$ cat config.mk
export PLATFORM = sky130hd
export DESIGN_NAME = mmul_stream_engine
export DESIGN_NICKNAME = d
export VERILOG_FILES = /design/src/rtl/mmul_pkg.sv /design/src/rtl/mmul_mac_lane.sv /design/src/rtl/mmul_stream_engine.sv
export SDC_FILE = /design/constraint.sdc
export NUM_CORES = 2
export LEC_CHECK = 0
export CELL_PAD_IN_SITES_DETAIL_PLACEMENT = 1
export CELL_PAD_IN_SITES_GLOBAL_PLACEMENT = 1
export CORE_ASPECT_RATIO = 1.4
export CORE_MARGIN = 2
export CORE_UTILIZATION = 35
export DETAILED_ROUTE_END_ITERATION = 6
export MAX_ROUTING_LAYER = met4
export PLACE_DENSITY_LB_ADDON = 0.1
export SYNTH_ARGS = -nofsm -noshare
export SYNTH_HDL_FRONTEND = slang
export SYNTH_SLANG_ARGS = --single-unit
$ cat constraint.sdc
create_clock -name i_clk -period 3.4 [get_ports i_clk]
set_input_delay 0.68 -clock i_clk [delete_from_list [all_inputs] [get_ports i_clk]]
set_output_delay 0.68 -clock i_clk [all_outputs]
set_load 0.01 [all_outputs]
$ cat src/rtl/mmul_pkg.sv
// Shared types and helpers for the streaming matrix-multiply engine.
// Holds the engine FSM state encoding and the accumulator clamp-value helper.
package mmul_pkg;

   typedef enum logic [1:0] {
      IDLE  = 2'd0,
      ACCUM = 2'd1,
      DRAIN = 2'd2,
      OUT   = 2'd3
   } state_e;

   localparam int SAT_MAX_WIDTH = 64;

   // Returns the clamp value for an accumulator of accWidth bits.
   // upper=1 gives the largest representable value, upper=0 the smallest
   // (all-ones / zero when unsigned, max positive / min negative when signed).
   // Callers truncate the result to their accumulator width.
   function automatic logic [SAT_MAX_WIDTH-1:0] satLimit(input int accWidth,
                                                         input logic isSigned,
                                                         input logic upper);
      logic [SAT_MAX_WIDTH-1:0] lim;
      lim = '0;
      for (int k = 0; k < SAT_MAX_WIDTH; k++) begin
         if (k < accWidth) begin
            if (isSigned && (k == accWidth - 1)) begin
               lim[k] = ~upper;
            end else begin
               lim[k] = upper;
            end
         end
      end
      return lim;
   endfunction

endpackage

$ cat src/rtl/mmul_mac_lane.sv
// One multiply-accumulate lane: product register (stage 1), accumulator
// (stage 2) and sticky overflow flag.
// Build option: define MMUL_ACC_SATURATE_EN to clamp an overflowing
// accumulator to its range limit instead of wrapping modulo 2^ACC_WIDTH.
module mmul_mac_lane
   import mmul_pkg::*;
#(
   parameter int DATA_WIDTH = 8,
   parameter int ACC_WIDTH  = 24,
   parameter bit SIGNED     = 1'b0
) (
   input  logic                  clk_i,
   input  logic                  rstN_i,
   input  logic                  clr_i,
   input  logic                  load_i,
   input  logic                  accum_i,
   input  logic                  zero_i,
   input  logic [DATA_WIDTH-1:0] a_i,
   input  logic [DATA_WIDTH-1:0] b_i,
   output logic [ACC_WIDTH-1:0]  acc_o,
   output logic                  overflow_o
);

   localparam int PROD_WIDTH = 2*DATA_WIDTH;

   logic [PROD_WIDTH-1:0] aExt;
   logic [PROD_WIDTH-1:0] bExt;
   logic [PROD_WIDTH-1:0] prodMul;
   logic [PROD_WIDTH-1:0] prod_q, prod_d;
   logic [ACC_WIDTH-1:0]  acc_q, acc_d;
   logic                  ovf_q, ovf_d;
   logic [ACC_WIDTH-1:0]  prodExt;
   logic [ACC_WIDTH:0]    sumWide;
   logic [ACC_WIDTH-1:0]  sumFinal;
   logic                  sumOvf;

   // Full-width product; operands are sign-extended first when signed so the
   // low PROD_WIDTH bits are the exact two's-complement product.
   always_comb begin
      aExt    = {{DATA_WIDTH{SIGNED & a_i[DATA_WIDTH-1]}}, a_i};
      bExt    = {{DATA_WIDTH{SIGNED & b_i[DATA_WIDTH-1]}}, b_i};
      prodMul = aExt * bExt;
   end

   if (ACC_WIDTH > PROD_WIDTH) begin : gExt
      assign prodExt = {{(ACC_WIDTH-PROD_WIDTH){SIGNED & prod_q[PROD_WIDTH-1]}}, prod_q};
   end else begin : gNoExt
      assign prodExt = prod_q;
   end

   // Accumulate the registered product, detect range overflow and either
   // clamp or wrap the result.
   always_comb begin
      sumWide = {1'b0, acc_q} + {1'b0, prodExt};
      if (SIGNED) begin
         sumOvf = (acc_q[ACC_WIDTH-1] == prodExt[ACC_WIDTH-1]) &&
                  (sumWide[ACC_WIDTH-1] != acc_q[ACC_WIDTH-1]);
      end else begin
         sumOvf = sumWide[ACC_WIDTH];
      end
`ifdef MMUL_ACC_SATURATE_EN
      if (sumOvf) begin
         sumFinal = ACC_WIDTH'(satLimit(ACC_WIDTH, SIGNED,
                                        SIGNED ? ~acc_q[ACC_WIDTH-1] : 1'b1));
      end else begin
         sumFinal = sumWide[ACC_WIDTH-1:0];
      end
`else
      sumFinal = sumWide[ACC_WIDTH-1:0];
`endif
   end

   // Next-state for the lane: clear wins, then capture/accumulate/zero.
   always_comb begin
      prod_d = prod_q;
      acc_d  = acc_q;
      ovf_d  = ovf_q;
      if (clr_i) begin
         prod_d = '0;
         acc_d  = '0;
         ovf_d  = 1'b0;
      end else begin
         if (load_i) begin
            prod_d = prodMul;
         end
         if (zero_i) begin
            acc_d = '0;
            ovf_d = 1'b0;
         end else if (accum_i) begin
            acc_d = sumFinal;
            ovf_d = ovf_q | sumOvf;
         end
      end
   end

   // Lane state registers with asynchronous reset.
   always_ff @(posedge clk_i or negedge rstN_i) begin
      if (!rstN_i) begin
         prod_q <= '0;
         acc_q  <= '0;
         ovf_q  <= 1'b0;
      end else begin
         prod_q <= prod_d;
         acc_q  <= acc_d;
         ovf_q  <= ovf_d;
      end
   end

   assign acc_o      = acc_q;
   assign overflow_o = ovf_q;

endmodule

$ cat src/rtl/mmul_stream_engine.sv
// Streaming dot-product engine: M parallel MAC lanes share a broadcast B
// element; N beats form one vector, results are offered on a valid/ready
// handshake. The FSM and beat counter live here, per-lane math in
// mmul_mac_lane.
// Build option: MMUL_ACC_SATURATE_EN (accumulator saturation, see lane).
module mmul_stream_engine
   import mmul_pkg::*;
#(
   parameter int DATA_WIDTH = 8,
   parameter int N          = 8,
   parameter int M          = 8,
   parameter int ACC_WIDTH  = 3*DATA_WIDTH,
   parameter bit SIGNED     = 1'b0,
   parameter int N_WIDTH    = $clog2(N)
) (
   input  logic                    i_clk,
   input  logic                    i_rst_n,
   input  logic                    i_clr,
   input  logic [DATA_WIDTH*M-1:0] i_a,
   input  logic [DATA_WIDTH-1:0]   i_b,
   input  logic                    i_valid,
   output logic                    o_ready,
   output logic [ACC_WIDTH*M-1:0]  o_c,
   output logic                    o_c_valid,
   input  logic                    i_c_ready,
   output logic [M-1:0]            o_overflow,
   output logic                    o_busy
);

   state_e             state_q, state_d;
   logic [N_WIDTH-1:0] beatCnt_q, beatCnt_d;
   logic               prodValid_q, prodValid_d;
   logic               readyInt;
   logic               beat;
   logic               lastBeat;
   logic               leaveOut;

   assign readyInt  = (state_q == IDLE) || (state_q == ACCUM);
   assign beat      = i_valid && readyInt && !i_clr;
   assign lastBeat  = (beatCnt_q == N_WIDTH'(N-1));
   assign leaveOut  = (state_q == OUT) && i_c_ready && !i_clr;

   assign o_ready   = readyInt;
   assign o_c_valid = (state_q == OUT);
   assign o_busy    = (state_q != IDLE);

   // Next-state logic; a synchronous clear always returns to IDLE.
   always_comb begin
      state_d = state_q;
      case (state_q)
         IDLE:    if (beat) state_d = ACCUM;
         ACCUM:   if (beat && lastBeat) state_d = DRAIN;
         DRAIN:   state_d = OUT;
         OUT:     if (i_c_ready) state_d = IDLE;
         default: state_d = IDLE;
      endcase
      if (i_clr) begin
         state_d = IDLE;
      end
   end

   // Beat counter and stage-1 valid tracking which product is still to be added.
   always_comb begin
      beatCnt_d   = beatCnt_q;
      prodValid_d = beat;
      if (i_clr) begin
         beatCnt_d   = '0;
         prodValid_d = 1'b0;
      end else if (beat) begin
         beatCnt_d = lastBeat ? '0 : beatCnt_q + 1'b1;
      end
   end

   // Control registers with asynchronous active-low reset.
   always_ff @(posedge i_clk or negedge i_rst_n) begin
      if (!i_rst_n) begin
         state_q     <= IDLE;
         beatCnt_q   <= '0;
         prodValid_q <= 1'b0;
      end else begin
         state_q     <= state_d;
         beatCnt_q   <= beatCnt_d;
         prodValid_q <= prodValid_d;
      end
   end

   for (genvar i = 0; i < M; i++) begin : gLane
      mmul_mac_lane #(
         .DATA_WIDTH (DATA_WIDTH),
         .ACC_WIDTH  (ACC_WIDTH),
         .SIGNED     (SIGNED)
      ) uLane (
         .clk_i      (i_clk),
         .rstN_i     (i_rst_n),
         .clr_i      (i_clr),
         .load_i     (beat),
         .accum_i    (prodValid_q),
         .zero_i     (leaveOut),
         .a_i        (i_a[i*DATA_WIDTH +: DATA_WIDTH]),
         .b_i        (i_b),
         .acc_o      (o_c[i*ACC_WIDTH +: ACC_WIDTH]),
         .overflow_o (o_overflow[i])
      );
   end

endmodule
==> results.toml <==
[detailed_routing]
met1_length_mm = 55.4
routed_via_density = 5.03
antenna_left = 0
top_layer_used = "met4"
detail_route.wl_per_cell_microns = 19.7
dr_total_vias = 29300
drt-total-wl_mm = 114
met3WireLength_mm = 2.30
drtIter0Drc = 1190
drt_pass1_iterations = 4
wl_met2_mm = 54.4
drc = 0

[critical_path]
critPathLaunchType = "input port"
r2r-start = "gLane[3].uLane.acc_o[0]"
arrival_ns = 4.74
worstPathRequired_ns = 3.84
crit_fanout = 6
crit_type = "in -> reg"
end_kind = "flop"
crit_path_start = "i_b[4]"

[pwr]
power_frac_clock_pct = 15.6
p_int_uw = 15700
seqPwrFrac_pct = 20.0
p_comb_share_pct = 64.4
p_sw_uw = 11500
leakage_uw = 0.0226
ir_drop_uv = 324
power_density_nw_per_um2 = 584
switching_share_pct = 42.3
total_power_uw = 27200

[clock_tree]
clk_latency_ns = 0.58
htree_levels = 2
clk_pin_slew_ns = 0.06
root_buffer = "clkbuf_16"
cts_sinks = 334
cts_tree = "built"
hold_buffers = 0
cts_buffer_depth = 3
cts_buffers = 38

[sta]
rsz0062_at_grt = "true"
setup_viol = 76
worst_slew_pin_slew_ns = 0.771
post-route-period-util_pct = 127
relSlewSlack_pct = 48.2
clock.fmax_mhz = 232
period_minus_slack_ns = 4.31
hold_ws_ns = 0.0643
drv_slew = 0
skew_ns = 0.0313
finalHoldViolCount = 0
postLayoutSetupSlackWorst_ns = -0.906

[grt]
antenna_found_initial = 7
grt_overflow = 0
grt_pass1_wl_mm = 181
grt_pass1_vias = 31400
grt_max_degree = 72
grt_use_total_pct = 22.9

[synthesis]
synth.distinct_cells = 72
yosys_register_bits = 334
yosysWarnings = 0
synth_area_per_cell_sq_um = 9.19
yosysSeqAreaShare_pct = 23.8
synth.area.top_cells = "dfrtp_1, fa_1, ha_1, and2_1, inv_1"
synth_ff_type = "dfrtp_1"
async_flop_share_pct = 100
synth_fp_nets = 4608
synth-edff-count = 0
yosysMostFrequentCell = "inv_1"
syn_inst = 3814
synth_top_area_cell = "dfrtp_1"
synth_top_area_share_pct = 23.8
netlist_area_sq_um = 35100
synth_common_cells = "inv_1, ha_1, and2_1"

[placement]
gp_congestion = 0.840
post-dp-hpwl_mm = 89.7
placed_area_sq_um = 43300
io_buffers = 279
dp_slack_ns = -1.81

[floorplanning]
fp.dieH_microns = 378
dieArea_sq_um = 103000
die_w_microns = 271
core_region_area_sq_um = 99400
initial_core_util_pct = 35.3
rows = 137
ios = 280

[worst_hold_path]
worstHoldPathType = "in -> async"

[outcome]
violations = "setup timing"
outcome = "finished with violations"

[final_layout]
fillers = 11300
nets = 5261
fin_area_sq_um = 46600
drive_gt1_share_pct = 21.2
area_growth_syn_to_layout_pct = 33.0

[job]
cap_viol_max_count = 0
==> cell type report <==
type                            count  area (sq um)  share of cell area [%]
Clock inverter                     13           158                   0.338
Antenna cell                        7          17.5                  0.0376
Sequential cell                   334          8360                    17.9
Clock buffer                       50          1090                    2.33
Timing Repair Buffer              754          7180                    15.4
Multi-Input combinational cell   2912         26600                    57.0
Inverter                          427          1600                    3.44
Tap cell                         1320          1650                    3.54
==> registers in the layout (all words and copies together), names as in the netlist <==
signal,cells
gLane.uLane.overflow_o,8
gLane.uLane.prod_q,128
prodValid_q,1
gLane.uLane.acc_o,192
beatCnt_q,3
state_q,2
==> path summary, 6_finish.rpt <==
path                                                   to  slack, ns  depth (start not counted)
worst max-delay path            gLane[3].uLane.prod_q[12]      -0.91                         16
worst min-delay path            gLane[7].uLane.prod_q[11]       0.06                          1
worst max register to register   gLane[3].uLane.acc_o[18]       0.30                         11
worst min register to register  gLane[7].uLane.overflow_o       0.48                          2
max in group asynchronous         gLane[0].uLane.acc_o[5]       2.40                          2
min in group i_clk              gLane[7].uLane.overflow_o       0.48                          2
==> placed cells by master (no fill, tap or decap), types with 44 or more instances in the layout <==
master           count
inv_1              377
ha_1               375
buf_4              360
and2_1             356
dfrtp_1            333
nand2_1            289
fa_1               271
nor2_1             233
clkdlybuf4s50_1    210
o21ai_0            121
a21oi_1            121
xor2_1             102
xnor2_1            101
a21o_1              85
buf_6               71
mux2i_1             65
and2_4              54
inv_2               50
o21ai_1             48
o21a_1              44
ha_4                44
==> kinds of logic after synthesis <==
| group | count (synthesis) | share of synthesized area [%] |
|---|---|---|
| flip-flops | 334 | 23.8 |
| AO/OA/AOI/OAI | 746 | 13.9 |
| adder cells (fa/ha/maj) | 717 | 31.9 |
| AND/OR/NAND/NOR | 1153 | 16.5 |
| XOR/XNOR | 229 | 5.72 |
| multiplexers | 67 | 1.92 |
| buffers and inverters | 568 | 6.18 |
==> critical path, stage by stage <==
cell and delay, ns:
buf_12 0.12, buf_16 0.16, buf_6 0.13, and2_4 0.12, fa_1 0.47, fa_1 0.52, fa_1 0.50, inv_1 0.05
fa_1 0.49, inv_2 0.05, ha_4 0.15, or4_4 0.51, a2111oi_4 0.41, buf_4 0.17, xor2_1 0.13, o21ai_1 0.07
==> per-stage QoR <==
step | cells | TNS [ns] | util (%)
after floorplan | 3814 | -57.28 | -
after global placement | 5689 | -118.69 | 43.5
after detailed placement | 5689 | -124.08 | 43.5
after CTS | 5803 | -41.03 | 46.3
after global routing | 5815 | -51.95 | 46.9
final | 5817 | -42.49 | 46.9
==> per-layer routing <==
layer,GRT usage (%),vias up
met1,31.3,14800
met2,37.5,357
li1,-,14000
met5,-,-
met4,5.03,0
met3,1.47,100
==> power by group through the flow <==
stage / logic (uW) / registers (uW) / clock network (uW)
detailed placement: 15300 / 5510 / 0
global route: 19400 / 5510 / 4500
CTS: 16600 / 5440 / 4380
floorplan: 9200 / 5110 / 0
global placement: 15000 / 5490 / 0
finish: 17500 / 5440 / 4250
==> what timing repair did <==
action / in CTS / in global routing
buffers inserted: 49 / 23
resized for setup: 358 / 181
pin swaps: 200 / 172
setup endpoints to repair: 87 / 81
cloned: 8 / 1
(Power assumes the default switching activity.)
